<file path="config.mk">
export PLATFORM = sky130hd
export DESIGN_NAME = fib_stack_unit
export DESIGN_NICKNAME = d
export VERILOG_FILES = /design/src/rtl/fib_stack_unit.sv
export SDC_FILE = /design/constraint.sdc
export NUM_CORES = 1
export LEC_CHECK = 0
export CAP_MARGIN = 20
export CORE_AREA = 2 2 265 267
export DETAILED_ROUTE_END_ITERATION = 8
export DIE_AREA = 0 0 267 269
export SLEW_MARGIN = 10
export SYNTH_ARGS = -nofsm -noshare
export SYNTH_HDL_FRONTEND = slang
export SYNTH_SLANG_ARGS = --single-unit
export TNS_END_PERCENT = 1
</file>
<file path="constraint.sdc">
create_clock -name clk -period 3.3 [get_ports clk]
set_input_delay 0.825 -clock clk [delete_from_list [all_inputs] [get_ports clk]]
set_output_delay 0.825 -clock clk [all_outputs]
set_load 0.02 [all_outputs]
</file>
<file path="src/rtl/fib_stack_unit.sv">
// Frame stack for the Fibonacci recursion controller: saves {n, flag, ret} on push,
// restores the top frame on pop, and acknowledges every request with a readySig pulse.
module fib_stack_unit #(
    parameter  int unsigned DATA_W = 8,
    parameter  int unsigned DEPTH  = 16,
    localparam int unsigned AW     = $clog2(DEPTH)
) (
    input  logic              clk,
    input  logic              rst_n,
    input  logic              pushSig,
    input  logic              popSig,
    input  logic [DATA_W-1:0] n_in,
    input  logic [DATA_W-1:0] flag_in,
    input  logic [DATA_W-1:0] ret_in,
    output logic [DATA_W-1:0] n_out,
    output logic [DATA_W-1:0] flag_out,
    output logic [DATA_W-1:0] ret_out,
    output logic              readySig,
    output logic              empty,
    output logic              full,
    output logic [AW:0]       count,
    output logic              ovf,
    output logic              udf
);

    localparam int unsigned FW = 3 * DATA_W;

    typedef enum logic [2:0] {
        IDLE,
        WRITE,
        READ,
        LOAD,
        DONE
    } state_t;

    state_t        state;
    logic [FW-1:0] mem [DEPTH];
    logic [FW-1:0] rd_q;
    logic [AW-1:0] rd_addr;

    // Top of stack lives at count-1; only used while the stack is non-empty.
    assign rd_addr = AW'(count - (AW+1)'(1));

    // Frame RAM: one write port, one synchronous read port, contents not reset.
    always_ff @(posedge clk) begin
        if (state == WRITE && !full) begin
            mem[count[AW-1:0]] <= {n_in, flag_in, ret_in};
        end
        if (state == READ) begin
            rd_q <= mem[rd_addr];
        end
    end

    // Request sequencer; empty/full are kept registered alongside count.
    always_ff @(posedge clk or negedge rst_n) begin
        if (!rst_n) begin
            state    <= IDLE;
            count    <= '0;
            empty    <= 1'b1;
            full     <= 1'b0;
            readySig <= 1'b0;
            ovf      <= 1'b0;
            udf      <= 1'b0;
            n_out    <= '0;
            flag_out <= '0;
            ret_out  <= '0;
        end else begin
            readySig <= 1'b0;
            case (state)
                IDLE: begin
                    if (pushSig && popSig) begin
                        state    <= DONE;
                        readySig <= 1'b1;
                    end else if (pushSig) begin
                        state <= WRITE;
                    end else if (popSig) begin
                        state <= READ;
                    end
                end
                WRITE: begin
                    if (!full) begin
                        count <= count + (AW+1)'(1);
                        empty <= 1'b0;
                        full  <= (count == (AW+1)'(DEPTH - 1));
                    end else begin
                        ovf <= 1'b1;
                    end
                    state    <= DONE;
                    readySig <= 1'b1;
                end
                READ: begin
                    if (!empty) begin
                        state <= LOAD;
                    end else begin
                        udf      <= 1'b1;
                        state    <= DONE;
                        readySig <= 1'b1;
                    end
                end
                LOAD: begin
                    {n_out, flag_out, ret_out} <= rd_q;
                    count    <= count - (AW+1)'(1);
                    full     <= 1'b0;
                    empty    <= (count == (AW+1)'(1));
                    state    <= DONE;
                    readySig <= 1'b1;
                end
                DONE: begin
                    state <= IDLE;
                end
                default: begin
                    state <= IDLE;
                end
            endcase
        end
    end

endmodule

</file>
# == Word-level counts from Yosys, hierarchy flattened ==
# Memories as Yosys holds them, arrays and structs flattened. A register that Yosys moved wholly into a read port is not among the register bits.
# Index checks and enable logic that the tools add are counted.
# word_totals
reg_bits,37
mem_bits_rw,384
input_bits,28
out_inout_bits,34
word_cells,45
n_memories,1
# memory_table
name,words,word_bits,read_ports,rd_clocked_by_memory_dff,write_ports,line,text
mem,16,24,1,1,1,37,logic [FW-1:0] mem [DEPTH];
# classes
n_addsub,2
n_eq_ne,7
mux,16
n_reduce_logical,9
# op_table
op,count
$mux 3,4
$pmux 5 s2,1
$pmux 3 s3,1
$eq 3x2->1 const B,2
$mux 1,6
$reduce_and 2->1,3
$add 5x1->5 const B,1
$eq 5x1->1 const B,1
$eq 5x4->1 const B,1
$mux 5,1
$sub 5x1->5 const B,1
$ne 4x4->1 const B,1
$pmux 1 s2,2
$eq 3x1->1 const B,1
$logic_not 3->1,1
$pmux 1 s3,1
$logic_and 1x1->1,2
$ne 2x2->1 const B,1
$reduce_bool 2->1,1
$reduce_or 2->1,1
$logic_not 1->1,1

# == Longest topological paths before layout ==
# logic_depth
ltp_word,4
depth_mapped,11

# == Least setup slack after synthesis ==
# Ideal clock, no wire load.
# synth_timing
kind,register to register
start,register count[0]
end,"memory mem[2][0] (netlist bit), enable pin"
setup_time_ps,435
arrival_ps,2950
required_ps,2865
setup_slack_ps,-85
stages_incl_launch_ff,8
path_cell_list,dfrtp_1 -> clkbuf_2 -> buf_6 -> buf_2 -> inv_1 -> ha_1 -> nand2_1 -> nor3_1
# synth_lines
item,line,text
"start, declared",21,"output logic [AW:0] count,"
"start signal, assigned",82,count <= count + (AW+1)'(1);
"start signal, assigned",102,count <= count - (AW+1)'(1);
"end, declared",37,
# Straight into the memory's write port.

# == Worst setup path after layout ==
# layout_timing
start,register count[0]
end,output count[0]
# No word-level cell between the ends.

==> key figures <==
Synthesis
  • Number of synthesis warnings: 0
  • Post-synth cell types: 38
  • Syn_area_per_cell: between 20 and 25 sq um
  • Synth async-reset ratio: roughly 8.3%
  • Number of flops mapped to enable cells by yosys: 408
  • Seq cells post-synth: 445
  • Synth Flop Type: edfxtp_1
  • Sequential area share after synthesis: approximately 77%
  • Post-Synthesis Cells: approximately 840
  • Net Count, Synth: 871
  • Post-Syn Area: 17100 sq um

CTS
  • CTS Root Cell: clkbuf_16
  • Max clock buf depth: 3
  • Sink Count: 445
  • CTS H-tree depth: 2
  • Skew-Pair Late Insertion Delay: 560 ps
  • CTS tree: done
  • Num CTS Buffers: 46
  • Clk slew on worst S/H paths: around 60 ps

Timing
  • RSZ-0062 raised after global routing: false
  • Slew @ Worst Pin: ~700 ps
  • Max Clock Skew: roughly 16 ps
  • Endpoints failing setup: 0
  • Tcrit/Tclk final: 88.6%
  • Max Clock Freq: 342 MHz
  • Worst Setup Slack, final: 375 ps
  • Max-slew headroom: 53.3%
  • Max-slew violation count: 0
  • Final hold vios: 0
  • Final Critical Period: around 2900 ps

Pwr
  • Peak VDD IR: 617 uV
  • Pwr Density: roughly 890 nW/um^2
  • Pleak: 6.61 nW

Critical path
  • CP Capture Type: output port
  • Slowest CP cell: clkdlybuf4s50_1
  • Largest delay contributor family on the critical path: buffers and inverters
  • WP data required: approximately 2500 ps
  • Largest stage delay, worst path: about 700 ps
  • Critical-path cell list: buf_16 -> clkdlybuf4s50_1
  • Critical path data arrival time: about 2100 ps
  • CP Buf/Inv Count: 2
  • Critical setup path kind: flip-flop to output port
  • Worst-path maximum fanout: 52
  • CP Launch Type: flip-flop

Detailed routing
  • WL met1: 16.8 mm
  • Antenna Nets Post-Route: 0
  • Length of routed met2 wiring: 17.9 mm
  • Final wirelength: 37.4 mm
  • Via density: 4.29
  • Initial DRC Count: around 680
  • DRC Markers: 0
  • First-pass detailed-route iteration total: 7
  • Max Used Layer: met5
  • Metal3 WL: approximately 1.8 mm
  • Post-DR wirelength/cell: around 20 um
  • Via count: 8209

Finish
  • Area growth, synth to finish: 20.4%
  • Final core occ: a little under 30%
  • Diode count: 0
  • Commonest non-fill, non-tap cell in the layout: edfxtp_1
  • Most frequent cells in the layout: 408 x edfxtp_1, 96 x mux4_2, 80 x nand2_1, 60 x clkdlybuf4s50_1, 48 x clkbuf_16
  • Share of cells above drive strength 1: 23.1%
  • Nets@finish: between 900 and 1000

Die
  • DIE WIDTH: 267 um
  • Die ar.: 71800 sq um
  • Area of the core: 69300 sq um
  • Row cnt: 97
  • Die span in y: 269 um
  • Starting Density: approximately 25%
  • Ports: 62

Global route
  • Largest net degree at the start of global routing: ~110
  • Vias in the first global route: 8499
  • First-pass GRT wire length: 55.1 mm
  • Initial antenna violation count: 4
  • Gr ovfl total: 0
  • GRT Total Usage: 10.4%

Run
  • # Max-Cap Violations: 0

Outcome
  • Status: completed

Placed design
  • GPL Wtd Cong: 0.725
  • Port bufs: 61
  • DP Wirelength: 20.8 mm
  • Post-Place Worst Slack: 568 ps

Hold path
  • Hold Crit Class: input pin to asynchronous set/reset pin
[cell type report]
type	count	area, sq um
fillers	6719	48800
flip-flops and latches	445	13200
well taps	940	1180
clock inverters	25	204
clock buffers	58	1250
multi-input cells	340	3700
repair buffers	100	1010
inverters	6	22.5
[sequential cells by signal, indices dropped and copies added, names as in the netlist, 3 cells and up]
name,flops
state,3
flag_out,8
ret_out,8
rd_q,24
mem,384
count,5
n_out,8
[layer usage]
layer  GRT usage [%]  up-vias
li1                -     3580
met5               0        -
met1            14.1     4402
met2            16.8      158
met3            2.20       61
met4            3.28        8
[power breakdown]
group / internal [mW] / total, mW / switching (mW) / leakage, nW
Combinational: 2.88 / 6.15 / 3.27 / 1.76
Sequential: 6.88 / 7.22 / 0.339 / 4.14
Clock: 2.91 / 4.99 / 2.08 / 0.707
Total: 12.7 / 18.4 / 5.69 / 6.61
[cell families (layout without fill, tap and decap cells)]
| kind of cell | count (synthesis) | after routing | synth area share, % |
|---|---|---|---|
| flops | 445 | 445 | 77.2 |
| simple gates | 144 | 144 | 3.84 |
| mux | 121 | 121 | 14.1 |
| compound gates | 66 | 66 | 2.43 |
| buf+inv | 53 | 189 | 1.73 |
| fa+ha+maj | 5 | 5 | 0.367 |
| xor+xnor | 4 | 4 | 0.249 |
[synthesized netlist by cell type, drive strengths merged, types with 2 or more instances]
| cell type | count | area, sq um |
|---|---|---|
| and3 | 2 | 12.5 |
| ha | 5 | 62.6 |
| a21oi | 32 | 160 |
| o21ai | 2 | 10.0 |
| a211oi | 24 | 180 |
| nor3 | 8 | 45.0 |
| edfxtp | 408 | 12300 |
| dfrtp | 36 | 901 |
| nand2b | 4 | 25.0 |
| xor2 | 2 | 25.0 |
| clkbuf | 15 | 57.6 |
| nand2 | 80 | 300 |
| nor2 | 17 | 63.8 |
| a41o | 2 | 20.0 |
| inv | 6 | 22.5 |
| nand3 | 5 | 25.0 |
| mux4 | 96 | 2160 |
| xnor2 | 2 | 17.5 |
| nor2b | 24 | 150 |
| mux2i | 25 | 250 |
| buf | 32 | 215 |
[worst paths after layout]
path	slack (ps)	start	to	depth (start not counted)
setup / recovery	370	count[0]	count[0]	2
hold / removal	320	rst_n	full	1
setup reg to reg	700	count[1]	rd_q[16]	7
hold reg to reg	440	rd_q[18]	n_out[2]	2
max in group asynchronous	2300	rst_n	n_out[5]	2
min in group clk	440	rd_q[18]	n_out[2]	2
[worst reg2reg max path, cell delays in order, from the launching register on]
cell	delay (ps)
dfrtp_1	530
inv_1	170
ha_4	490
buf_12	280
mux4_2	310
nor2b_1	140
a211oi_1	350
a21oi_1	70
[per-stage QoR]
| step | hold slack (ps) | cells | TNS [ps] | area, sq um | power [mW] |
|---|---|---|---|---|---|
| floorplan | 415 | 838 | -502 | 17100 | 11.6 |
| global placement | 420 | 1830 | 0 | 19100 | 13.5 |
| detailed placement | 421 | 1830 | 0 | 19100 | 13.6 |
| CTS | 308 | 1913 | 0 | 20500 | 18.6 |
| global route | 342 | 1914 | 0 | 20500 | 19.3 |
| finish | 319 | 1914 | 0 | 20500 | 18.4 |
[repair_timing]
item                                    CTS  global route
cloned                                    0             1
endpoints found under the setup margin    1             1
buffers inserted                          0             0
resized for setup                         1             0
hold buffers                              0             0
Note: power is estimated with default switching activity, not from simulation.
